[src/rtl/sr_40_pkg.sv]
// sr_40_pkg: shared types and constants for the 40 MHz serial receive stage.
//   rx_state_e  - receive FSM states (IDLE, SHIFT)
//   DATA_W_DEF  - default assembled word width
//   cnt_w_f()   - bit-counter width for a given word width
package sr_40_pkg;

   typedef enum logic {
      IDLE  = 1'b0,
      SHIFT = 1'b1
   } rx_state_e;

   localparam int DATA_W_DEF = 8;

   // Counter must reach DATA_W when a trailing parity bit is present.
   function automatic int cnt_w_f(input int data_w);
      return $clog2(data_w + 1);
   endfunction

endpackage

[src/rtl/sr_40_rx.sv]
// sr_40_rx: serial-to-parallel receive stage downstream of the 40 MHz shifter.
// Reassembles DATA_W-bit words from a 1-bit stream and presents them on a
// valid/ready output with sticky overrun and a one-cycle sync-error pulse.
//
// Build option: SR40_PAR_CHK_EN adds a trailing even-parity bit to every frame
// and reports the check result on parity_err (otherwise parity_err is 0).
//
// Ports:
//   clock_40    in   rising-edge clock
//   reset       in   asynchronous active-low reset
//   serial_in   in   serial data bit
//   bit_valid   in   serial_in is sampled this cycle
//   frame_start in   sampled bit is bit 0 of a frame
//   data_out    out  assembled word
//   data_valid  out  data_out holds an unconsumed word
//   data_ready  in   consumer accepts data_out
//   overrun     out  sticky: a completed word was dropped
//   sync_err    out  pulse: a partial word was aborted by frame_start
//   clr_flags   in   synchronous clear of overrun
//   parity_err  out  parity result for the word in data_out
//
// state | meaning
// IDLE  | waiting for a valid bit qualified by frame_start
// SHIFT | collecting bits 1..FRAME_LEN-1 of the current frame
module sr_40_rx
   import sr_40_pkg::*;
#(
   parameter int DATA_W    = DATA_W_DEF,
   parameter bit LSB_FIRST = 1'b1
) (
   input  logic              clock_40,
   input  logic              reset,
   input  logic              serial_in,
   input  logic              bit_valid,
   input  logic              frame_start,
   output logic [DATA_W-1:0] data_out,
   output logic              data_valid,
   input  logic              data_ready,
   output logic              overrun,
   output logic              sync_err,
   input  logic              clr_flags,
   output logic              parity_err
);

   localparam int CNT_W = cnt_w_f(DATA_W);
`ifdef SR40_PAR_CHK_EN
   localparam int FRAME_LEN = DATA_W + 1;
`else
   localparam int FRAME_LEN = DATA_W;
`endif
   localparam logic [CNT_W-1:0] CNT_LAST  = CNT_W'(FRAME_LEN - 1);
   localparam int               FIRST_POS = LSB_FIRST ? 0 : DATA_W - 1;

   rx_state_e         state_q, state_d;
   logic [CNT_W-1:0]  cnt_q, cnt_d;
   logic [DATA_W-1:0] shift_q, shift_d;
   logic [DATA_W-1:0] data_q, data_d;
   logic              valid_q, valid_d;
   logic              overrun_q, overrun_d;
   logic              sync_err_q, sync_err_d;
   logic              par_q, par_d;

   logic [DATA_W-1:0] ins_word;
   logic [DATA_W-1:0] fresh_word;
   logic              word_done;
   logic              done_par;

   // Current bit dropped into its slot. The parity bit (cnt = DATA_W) matches
   // no slot, so ins_word is then just the collected data bits.
   always_comb begin
      ins_word = shift_q;
      for (int i = 0; i < DATA_W; i++) begin
         if (cnt_q == CNT_W'(LSB_FIRST ? i : DATA_W - 1 - i)) begin
            ins_word[i] = serial_in;
         end
      end
   end

   always_comb begin
      fresh_word            = '0;
      fresh_word[FIRST_POS] = serial_in;
   end

`ifdef SR40_PAR_CHK_EN
   assign done_par = (^shift_q) ^ serial_in;
`else
   assign done_par = 1'b0;
`endif

   always_comb begin
      state_d    = state_q;
      cnt_d      = cnt_q;
      shift_d    = shift_q;
      sync_err_d = 1'b0;
      word_done  = 1'b0;
      if (bit_valid) begin
         if (frame_start) begin
            // Frames are at least 2 bits, so a start bit is never the last one.
            sync_err_d = (state_q == SHIFT);
            state_d    = SHIFT;
            cnt_d      = CNT_W'(1);
            shift_d    = fresh_word;
         end else if (state_q == SHIFT) begin
            if (cnt_q == CNT_LAST) begin
               word_done = 1'b1;
               state_d   = IDLE;
               cnt_d     = '0;
               shift_d   = '0;
            end else begin
               cnt_d   = cnt_q + CNT_W'(1);
               shift_d = ins_word;
            end
         end
      end
   end

   // Output register: a completing word loads unless the held word is
   // still unaccepted, in which case it is dropped and overrun is flagged.
   always_comb begin
      data_d    = data_q;
      par_d     = par_q;
      valid_d   = valid_q;
      overrun_d = overrun_q;
      if (valid_q && data_ready) begin
         valid_d = 1'b0;
      end
      if (clr_flags) begin
         overrun_d = 1'b0;
      end
      if (word_done) begin
         if (!valid_q || data_ready) begin
            data_d  = ins_word;
            par_d   = done_par;
            valid_d = 1'b1;
         end else begin
            overrun_d = 1'b1;
         end
      end
   end

   always_ff @(posedge clock_40 or negedge reset) begin
      if (!reset) begin
         state_q    <= IDLE;
         cnt_q      <= '0;
         shift_q    <= '0;
         data_q     <= '0;
         valid_q    <= 1'b0;
         overrun_q  <= 1'b0;
         sync_err_q <= 1'b0;
         par_q      <= 1'b0;
      end else begin
         state_q    <= state_d;
         cnt_q      <= cnt_d;
         shift_q    <= shift_d;
         data_q     <= data_d;
         valid_q    <= valid_d;
         overrun_q  <= overrun_d;
         sync_err_q <= sync_err_d;
         par_q      <= par_d;
      end
   end

   assign data_out   = data_q;
   assign data_valid = valid_q;
   assign overrun    = overrun_q;
   assign sync_err   = sync_err_q;
   assign parity_err = par_q;

endmodule

[config.mk]
export PLATFORM = sky130hd
export DESIGN_NAME = sr_40_rx
export DESIGN_NICKNAME = d
export VERILOG_FILES = /design/src/rtl/sr_40_pkg.sv /design/src/rtl/sr_40_rx.sv
export SDC_FILE = /design/constraint.sdc
export NUM_CORES = 1
export LEC_CHECK = 0
export ABC_AREA = 1
export BUFFER_PORTS_ARGS = -buffer_cell sky130_fd_sc_hd__buf_2
export CORE_UTILIZATION = 25
export CTS_CLUSTER_SIZE = 12
export DETAILED_ROUTE_END_ITERATION = 10
export PLACE_DENSITY = 0.51
export SLEW_MARGIN = 20
export SYNTH_ARGS = -nofsm -noshare
export SYNTH_HDL_FRONTEND = slang
export SYNTH_SLANG_ARGS = --single-unit
[constraint.sdc]
create_clock -name clock_40 -period 2.24 [get_ports clock_40]
set_input_delay 0.672 -clock clock_40 [delete_from_list [all_inputs] [get_ports clock_40]]
set_output_delay 0.672 -clock clock_40 [all_outputs]
set_load 0.01 [all_outputs]
==> results of run 1 <==
[synth_stat cells, types with 2 or more instances]
cell / n / area, um2
a21oi_1: 2 / 10.0
inv_2: 2 / 7.51
nand2_1: 71 / 267
nand2_4: 2 / 22.5
nand3_1: 19 / 95.1
ha_1: 4 / 50.1
inv_1: 8 / 30.0
nand4_1: 4 / 25.0
nor2_1: 4 / 15.0
nor2_4: 2 / 22.5
dfrtp_1: 24 / 601
[routing by layer]
layer / GRT usage / routed length [um] / vias up
met5: 0 / 0 / -
met4: 0.0385 / 24 / 0
met3: 0.0206 / 94 / 2
met2: 0.174 / 1100 / 19
met1: 0.154 / 1390 / 453
li1: - / - / 526
[through the flow]
stage / hold WS, ns / total power, mW
floorplan: 0.376 / 0.723
global placement: 0.450 / 0.790
detailed placement: 0.456 / 0.790
CTS: 0.414 / 1.05
global route: 0.437 / 1.10
finish: 0.399 / 1.04
[final cells by class]
cell class | instances | area share
flip-flops and latches | 24 | 0.414
multi-input cells | 117 | 0.408
repair buffers | 17 | 0.0587
well taps | 67 | 0.0578
inverters | 12 | 0.0328
clock buffers | 3 | 0.0285
[flip-flops by register name (all words and copies together), names as in the netlist]
register,count
state_q,1
cnt_q,4
shift_q,8
overrun,1
data_out,8
data_valid,1
sync_err,1
[power by group through the flow]
stage / combinational, mW / clock, mW / sequential (mW)
after floorplan: 0.194 / 0 / 0.529
after global placement: 0.255 / 0 / 0.535
after detailed placement: 0.253 / 0 / 0.537
after CTS: 0.255 / 0.265 / 0.529
after global routing: 0.289 / 0.271 / 0.537
final: 0.252 / 0.257 / 0.529
[worst paths after layout]
path,start,end,slack (ns),cells after the start
max reg2reg,cnt_q[1],data_out[2],0.74,6
min,reset,shift_q[4],0.40,1
min in group clock_40,data_out[5],data_out[5],0.47,2
max,cnt_q[1],data_out[2],0.74,6
max in group asynchronous,reset,sync_err,1.46,1
min reg2reg,data_out[5],data_out[5],0.47,2
[critical path, delay by kind of cell (launching register included)]
family | cells | cell delay (ns)
fa+ha+maj | 1 | 0.38
simple gates | 5 | 0.61
flops | 1 | 0.41
[kinds of logic after synthesis]
family                   Yosys count
adder cells (fa/ha/maj)            4
XOR/XNOR                           1
buffers and inverters             17
flip-flops                        24
other                              1
AO/OA/AOI/OAI                      5
AND/OR/NAND/NOR                  106
==> impl_metrics.py, run 1 <==
metrics = {
    "status": {
        "status": "completed",
    },
    "cells_and_area": {
        "fin_nets": 186,
        "multi_input_area_um2": 592,
        "drive_above_1_share": 0.179,
        "finalInstanceArea_um2": 1450,
        "final_cells": 240,
        "fin_util": 0.301,
        "area_growth_syn_to_layout_pct": 14.1,
        "fill_cells": 549,
        "layout_commonest_cell": "nand2_1",
        "seq_area_um2": 601,
        "diodes": 0,
        "layout_common_cells": "nand2_1, dfrtp_1, nand3_1, buf_2, inv_1",
    },
    "synthesis": {
        "synth-seq-cells": 24,
        "synth.distinct_cells": 27,
        "async_flop_share": 1.00,
        "synth-seq-area-share": 0.472,
        "synth_adder_area_share": 0.0394,
        "synth_xor_area_frac": 0.00689,
        "synth_nets": 169,
        "synth_top_family_by_area": "simple AND/OR/NAND/NOR gates",
        "muxShareOfSynthArea": 0,
        "synth_edf_count": 0,
        "synthFlopType": "dfrtp_1",
        "yosys.area_share.simple": 0.390,
        "synth_warnings": 0,
        "synthCells": 158,
        "synth_area_um2": 1270,
        "avgSynthCellArea_um2": 8.05,
        "synth_compound_area_frac": 0.0266,
    },
    "die": {
        "core_um2": 4820,
        "die_area_um2": 5370,
        "die_h_um": 73.3,
        "rows": 25,
        "io_pins": 19,
        "die_x_um": 73.3,
        "initial_core_util": 0.264,
    },
    "sta": {
        "fin_setup_tns_ns": 0,
        "maxSlewHeadroom": 0.618,
        "fmax_mhz": 666,
        "timing.final.ws_setup_ns": 0.738,
        "fin_crit_sh": 0.671,
        "setup_viol": 0,
        "hold_viol_final": 0,
        "final.min_clock_period_ns": 1.50,
        "maxSlewViolCount": 0,
        "clock-skew-final_ns": 0.00400,
        "tightest_slew_ns": 0.573,
        "rsz0062_at_grt": "false",
    },
    "placement": {
        "gp_congestion": 0.757,
        "preCtsSetupSlack_ns": 0.660,
        "post_dp_cell_area_um2": 1410,
        "dp.cells": 237,
        "hpwl_mm": 1.85,
        "io_buffers": 17,
    },
    "power": {
        "p_int_uw": 687,
        "switching_power_uw": 351,
        "pwr-share-clk": 0.248,
        "power.density_nw_per_um2": 715,
        "switching_share": 0.338,
        "p_seq_frac": 0.510,
        "total_leakage_power_nw": 0.818,
        "comb_power_share": 0.242,
        "vdd_drop_max_mv": 0.319,
    },
    "setup_path": {
        "startpoint_type": "flip-flop",
        "slowest_stage": "dfrtp_1",
        "path_cells": "ha_1, nand3_4, nor2_8, nand2_4, nand2_1, nand2_1",
        "critPathCaptureType": "flip-flop",
        "critical_path_required_ns": 2.40,
        "arrival_ns": 1.66,
        "path_max_fanout": 9,
        "slowest_delay_ns": 0.41,
        "path_class": "flip-flop to flip-flop",
        "path_common_cell": "nand2_1",
    },
    "clocking": {
        "clk_latency_ns": 0.26,
        "cts_setup_buffers": 0,
        "clock-root-buffer": "clkbuf_8",
        "cts_htree_levels": 1,
        "cts_resized": 0,
        "numClockSinks": 24,
        "cts-buffers-inserted": 3,
        "clock_path_buffers": 2,
        "tritoncts": "yes",
        "hold_buffers": 0,
        "clk_pin_slew_ns": 0.09,
    },
    "grt": {
        "grt_use_total": 0.111,
        "overflow": 0,
        "grt_pass1_wl_mm": 4.53,
        "grt_antenna_before_repair": 0,
        "grt_pass1_vias": 923,
        "grt_max_degree": 25,
    },
    "drt": {
        "viasPerCell": 4.17,
        "ant_nets": 0,
        "num_vias": 1000,
        "routed_wirelength_mm": 2.61,
        "drt-wirelength-per-cell_um": 10.9,
        "dr.pass1.iters": 4,
        "drc": 0,
        "drt_iter0_drc": 56,
    },
    "job": {
        "drv_cap": 0,
    },
    "min_path": {
        "hold_class": "primary input to asynchronous set/reset pin",
    },
}
(Power assumes the default switching activity.)
==> inputs of run 2 (changes only) <==
--- a/config.mk
+++ b/config.mk
@@ -10,7 +10,7 @@
 export CORE_UTILIZATION = 25
 export CTS_CLUSTER_SIZE = 12
 export DETAILED_ROUTE_END_ITERATION = 10
-export PLACE_DENSITY = 0.51
+export PLACE_DENSITY = 0.53
 export SLEW_MARGIN = 20
 export SYNTH_ARGS = -nofsm -noshare
 export SYNTH_HDL_FRONTEND = slang
==> constraint.sdc (replaced) <==
create_clock -name clock_40 -period 1.3 [get_ports clock_40]
set_input_delay 0.39 -clock clock_40 [delete_from_list [all_inputs] [get_ports clock_40]]
set_output_delay 0.39 -clock clock_40 [all_outputs]
set_load 0.01 [all_outputs]
==> run 2 against run 1 <==
Hold slack worse by 0.36 ns; design area up 11%; maximum frequency up 23%; non-clock buffer count up 10; critical path type unchanged; critical endpoint is now data_out[4]; highest routed layer unchanged.
==> impl_metrics.py, run 2 (same netlist as run 1, synthesis figures left out) <==
metrics = {
    "sta": {
        "clock-skew-final_ns": 0.00924,
        "fmax_mhz": 818,
        "setup_viol": 0,
        "hold_viol_final": 0,
        "fin_setup_tns_ns": 0,
        "rsz0062_at_grt": "true",
        "maxSlewViolCount": 0,
        "fin_crit_sh": 0.940,
        "final.min_clock_period_ns": 1.22,
    },
    "power": {
        "power.density_nw_per_um2": 1300,
        "total_leakage_power_nw": 0.881,
        "switching_share": 0.305,
        "vdd_drop_max_mv": 0.439,
        "comb_power_share": 0.252,
        "p_seq_frac": 0.432,
        "pwr-share-clk": 0.316,
        "switching_power_uw": 639,
        "p_int_mw": 1.46,
    },
    "drt": {
        "dr.pass1.iters": 4,
        "ant_nets": 0,
        "drc": 0,
        "drt-wirelength-per-cell_um": 10.3,
        "num_vias": 1031,
        "drt_iter0_drc": 60,
        "viasPerCell": 4.11,
        "routed_wirelength_mm": 2.58,
    },
    "cells_and_area": {
        "fin_nets": 196,
        "finalInstanceArea_um2": 1620,
        "area_growth_syn_to_layout_pct": 27.2,
        "fill_cells": 525,
        "drive_above_1_share": 0.272,
        "diodes": 0,
        "layout_common_cells": "nand2_1, dfrtp_1, nand3_1, buf_2, buf_4",
        "layout_commonest_cell": "nand2_1",
    },
    "placement": {
        "gp_congestion": 0.813,
        "hpwl_mm": 1.96,
        "post_dp_cell_area_um2": 1490,
        "io_buffers": 17,
    },
    "clocking": {
        "clk_pin_slew_ns": 0.09,
        "tritoncts": "yes",
        "cts-buffers-inserted": 3,
        "clock_path_buffers": 2,
        "numClockSinks": 24,
        "clock-root-buffer": "clkbuf_8",
        "clk_latency_ns": 0.27,
        "cts_htree_levels": 1,
        "hold_buffers": 0,
    },
    "setup_path": {
        "slowest_delay_ns": 0.45,
        "critPathCaptureType": "flip-flop",
        "startpoint_type": "flip-flop",
        "path_common_cell": "nand2_1",
        "slowest_stage": "dfrtp_2",
        "critical_path_required_ns": 1.47,
        "path_class": "flip-flop to flip-flop",
        "path_cells": "inv_2, ha_2, nand3_1, nand2_1, nand2_1, nand3_1, nand2_1",
        "path_max_fanout": 4,
        "arrival_ns": 1.39,
    },
    "die": {
        "die_x_um": 73.3,
        "io_pins": 19,
        "initial_core_util": 0.264,
        "core_um2": 4820,
        "die_area_um2": 5370,
        "rows": 25,
        "die_h_um": 73.3,
    },
    "grt": {
        "grt_max_degree": 25,
        "overflow": 0,
        "grt_antenna_before_repair": 0,
        "grt_pass1_vias": 1016,
        "grt_pass1_wl_mm": 4.60,
        "grt_use_total": 0.112,
    },
    "job": {
        "drv_cap": 0,
    },
    "status": {
        "status": "completed",
    },
    "min_path": {
        "hold_class": "primary input to asynchronous set/reset pin",
    },
}
## run 2: layer usage
| layer | part of all wire | up-vias | global-route usage |
|---|---|---|---|
| met2 | 0.45 | 17 | 0.173 |
| met3 | 0.040 | 2 | 0.0206 |
| met5 | 0 | - | 0 |
| li1 | - | 553 | - |
| met4 | 0.0023 | 0 | 0.0256 |
| met1 | 0.51 | 459 | 0.161 |
## run 2: repair_timing
| action | in CTS | in global routing |
|---|---|---|
| resized for setup | 0 | 10 |
| buffers inserted | 0 | 1 |
| setup endpoints to repair | 0 | 11 |
## run 2: worst max-delay path, delay by kind of cell (launching register included)
family / cells / cell delay (ns)
fa+ha+maj: 1 / 0.22
buf+inv: 1 / 0.10
flops: 1 / 0.45
simple gates: 5 / 0.36
## run 2: power groups by stage
| stage | sequential, mW | clock (mW) | combinational, mW |
|---|---|---|---|
| final | 0.905 | 0.661 | 0.528 |
| after global routing | 0.916 | 0.719 | 0.610 |
| after CTS | 0.894 | 0.677 | 0.514 |
| after detailed placement | 0.908 | 0 | 0.512 |
| after global placement | 0.908 | 0 | 0.512 |
| after floorplan | 0.911 | 0 | 0.335 |
## run 2: worst paths after layout
| check | to | from | cells after the start | slack, ns |
|---|---|---|---|---|
| max in group asynchronous | cnt_q[1] | reset | 2 | 1.10 |
| worst max-delay path | data_out[4] | cnt_q[0] | 7 | 0.08 |
| worst max register to register | data_out[4] | cnt_q[0] | 7 | 0.08 |
| min in group clock_40 | overrun | clr_flags | 2 | 0.31 |
| worst min-delay path | cnt_q[0] | reset | 2 | 0.04 |
| worst min register to register | data_out[7] | data_out[7] | 2 | 0.47 |
## run 2: through the flow
stage	utilization	instances	power, mW	hold slack [ns]	setup WS, ns
CTS	0.324	250	2.09	0.0448	0.00582
global placement	0.309	246	1.42	0.341	0.00110
global route	0.336	251	2.24	0.0428	-0.0246
floorplan	-	158	1.25	0.0944	0.0145
detailed placement	0.309	246	1.42	0.342	0.0132
finish	0.336	251	2.09	0.0361	0.0774
## run 2: final cells by class
class	count	area [um2]	area share
multi-input cells	117	622	0.385
flip-flops and latches	24	603	0.373
repair buffers	27	185	0.115
well taps	67	83.8	0.0519
inverters	12	51.3	0.0317
clock buffers	3	41.3	0.0255
clock inverters	1	30.0	0.0186
==> inputs of run 3 (changes only) <==
--- a/config.mk
+++ b/config.mk
@@ -5,12 +5,11 @@
 export SDC_FILE = /design/constraint.sdc
 export NUM_CORES = 1
 export LEC_CHECK = 0
-export ABC_AREA = 1
 export BUFFER_PORTS_ARGS = -buffer_cell sky130_fd_sc_hd__buf_2
-export CORE_UTILIZATION = 25
+export CORE_UTILIZATION = 49
 export CTS_CLUSTER_SIZE = 12
 export DETAILED_ROUTE_END_ITERATION = 10
-export PLACE_DENSITY = 0.53
+export PLACE_DENSITY = 0.73
 export SLEW_MARGIN = 20
 export SYNTH_ARGS = -nofsm -noshare
 export SYNTH_HDL_FRONTEND = slang
==> run 3 against run 2 <==
The run now ends with negative setup slack left; register-to-register slack worse by 0.31 ns; synthesized cell count is 32% lower; core utilization is 36 points higher; largest cell class unchanged.
==> impl_metrics.py, run 3 <==
metrics = {
    "synthesis": {
        "synth_common_cells": "dfrtp_1, nand2_1, a21oi_1, a31oi_1, inv_1",
        "yosysMostFrequentCell": "dfrtp_1",
        "synth_xor_area_frac": 0,
        "yosysTopAreaCellShare": 0.485,
        "muxShareOfSynthArea": 0.113,
        "synthCells": 107,
        "synth_compound_area_frac": 0.151,
        "synth_warnings": 0,
        "yosys.area_share.simple": 0.136,
        "avgSynthCellArea_um2": 11.1,
        "synthFlopType": "dfrtp_1",
        "synth_edf_count": 0,
        "synth.distinct_cells": 31,
        "async_flop_share": 1.00,
        "ys_top_cells_by_area": "dfrtp_1, mux2_4, ha_1",
        "synth_top_family_by_area": "compound AO/OA/AOI/OAI gates",
        "synth_area_um2": 1190,
        "synth-seq-cells": 23,
        "synth-seq-area-share": 0.485,
        "synth_nets": 118,
        "synth_top_area_cell": "dfrtp_1",
        "synth_adder_area_share": 0.0422,
    },
    "sta": {
        "setup_viol": 20,
        "tightest_slew_ns": 0.513,
        "timing.final.ws_setup_ns": -0.234,
        "fmax_mhz": 652,
        "maxSlewViolCount": 0,
        "fin_crit_sh": 1.18,
        "hold_viol_final": 0,
        "rsz0062_at_grt": "true",
        "final.min_clock_period_ns": 1.53,
        "maxSlewHeadroom": 0.658,
        "clock-skew-final_ns": 0.00322,
    },
    "die": {
        "die_h_um": 51.2,
        "rows": 17,
        "initial_core_util": 0.526,
        "core_um2": 2250,
        "die_area_um2": 2620,
        "die_x_um": 51.2,
        "io_pins": 19,
    },
    "power": {
        "vdd_drop_max_mv": 1.12,
        "total_leakage_power_nw": 0.726,
        "power.density_nw_per_um2": 1370,
    },
    "cells_and_area": {
        "fill_cells": 172,
        "area_growth_syn_to_layout_pct": 32.6,
        "drive_above_1_share": 0.511,
        "seq_area_um2": 578,
        "fin_util": 0.698,
        "layout_common_cells": "dfrtp_1, buf_2, buf_4, nand2_1, mux2_4",
        "multi_input_area_um2": 671,
        "layout_commonest_cell": "dfrtp_1",
        "finalInstanceArea_um2": 1570,
        "diodes": 0,
        "fin_nets": 149,
        "largest_reg_flops": 8,
    },
    "grt": {
        "grt_pass1_vias": 966,
        "grt_max_degree": 24,
        "grt_pass1_wl_mm": 4.59,
        "grt_use_total": 0.247,
        "grt_antenna_before_repair": 0,
        "overflow": 0,
    },
    "drt": {
        "drt-wirelength-per-cell_um": 17.8,
        "wl_met1_mm": 1.26,
        "drc": 0,
        "ant_nets": 0,
        "routed_wirelength_mm": 2.94,
        "viasPerCell": 5.83,
        "met3WireLength_um": 104,
        "num_vias": 962,
        "wl_met2_mm": 1.51,
        "top_layer": "met4",
        "dr.pass1.iters": 4,
        "drt_iter0_drc": 19,
    },
    "clocking": {
        "clock-root-buffer": "clkbuf_4",
        "hold_buffers": 0,
        "cts-buffers-inserted": 3,
        "cts_htree_levels": 1,
        "clock_path_buffers": 2,
        "numClockSinks": 23,
        "tritoncts": "yes",
        "clk_latency_ns": 0.32,
        "clk_pin_slew_ns": 0.13,
    },
    "setup_path": {
        "arrival_ns": 1.75,
        "path_max_fanout": 6,
        "critPathCaptureType": "flip-flop",
        "startpoint_type": "flip-flop",
        "path_class": "flip-flop to flip-flop",
        "critical_path_required_ns": 1.52,
    },
    "placement": {
        "gp_congestion": 0.873,
        "preCtsSetupSlack_ns": -0.260,
        "post_dp_cell_area_um2": 1370,
        "io_buffers": 17,
        "hpwl_mm": 1.83,
    },
    "min_path": {
        "hold_class": "primary input to asynchronous set/reset pin",
    },
    "status": {
        "status": "complete, but fails checks",
        "violations": "negative setup slack",
    },
    "job": {
        "drv_cap": 0,
    },
}
[run 3: final cells by class]
type | count | share of cell area
tap | 28 | 0.0223
sequential | 23 | 0.368
timing repair buffer | 36 | 0.152
clock buffer | 4 | 0.0167
inverter | 5 | 0.0151
multi-input combinational | 69 | 0.426
[run 3: critical path, stage by stage, from the launching register on]
cell and delay (ns):
dfrtp_2 0.48, ha_4 0.16, and3b_2 0.21, and3_4 0.27, mux2_4 0.31
[run 3: per-stage QoR]
step	total power [mW]	TNS [ns]	instances	hold WS, ns
6_report	2.15	-2.98	165	0.0191
3_3_place_gp	1.56	-2.49	158	0.395
4_1_cts	2.03	-2.80	166	0.0343
3_5_place_dp	1.59	-3.34	158	0.398
5_1_grt	2.27	-4.20	165	0.0590
2_1_floorplan	1.34	-1.57	107	0.0944
[run 3: cell families after synthesis]
group | count (synthesis)
muxes | 11
DFF | 23
AOI/OAI and AO/OA | 27
other | 1
adders and majority gates | 4
and+or+nand+nor | 26
buffers and inverters | 15
[run 3: final timing paths]
kind	startpoint	end	slack, ns	cells past startpoint
min reg2reg	shift_q[4]	shift_q[4]	0.51	1
max	cnt_q[1]	data_out[6]	-0.23	4
max reg2reg	cnt_q[1]	data_out[6]	-0.23	4
min in group clock_40	clr_flags	overrun	0.25	2
max in group asynchronous	reset	cnt_q[1]	0.91	1
min	reset	cnt_q[2]	0.02	1
[run 3: power breakdown]
part	switching (mW)	internal (mW)
clock network	0.223	0.120
logic	0.407	0.437
registers	0.123	0.844
[run 3: repair_timing]
action                     4_1_cts  5_1_grt
pin swaps                        6        4
buffers inserted                 4        0
gates resized for setup         22       18
setup endpoints to repair       19       22
[run 3: layer usage]
metal,global-route usage,vias to the layer above
li1,-,445
met1,0.303,481
met2,0.393,29
met3,0.0446,7
met4,0.171,0
met5,0,-
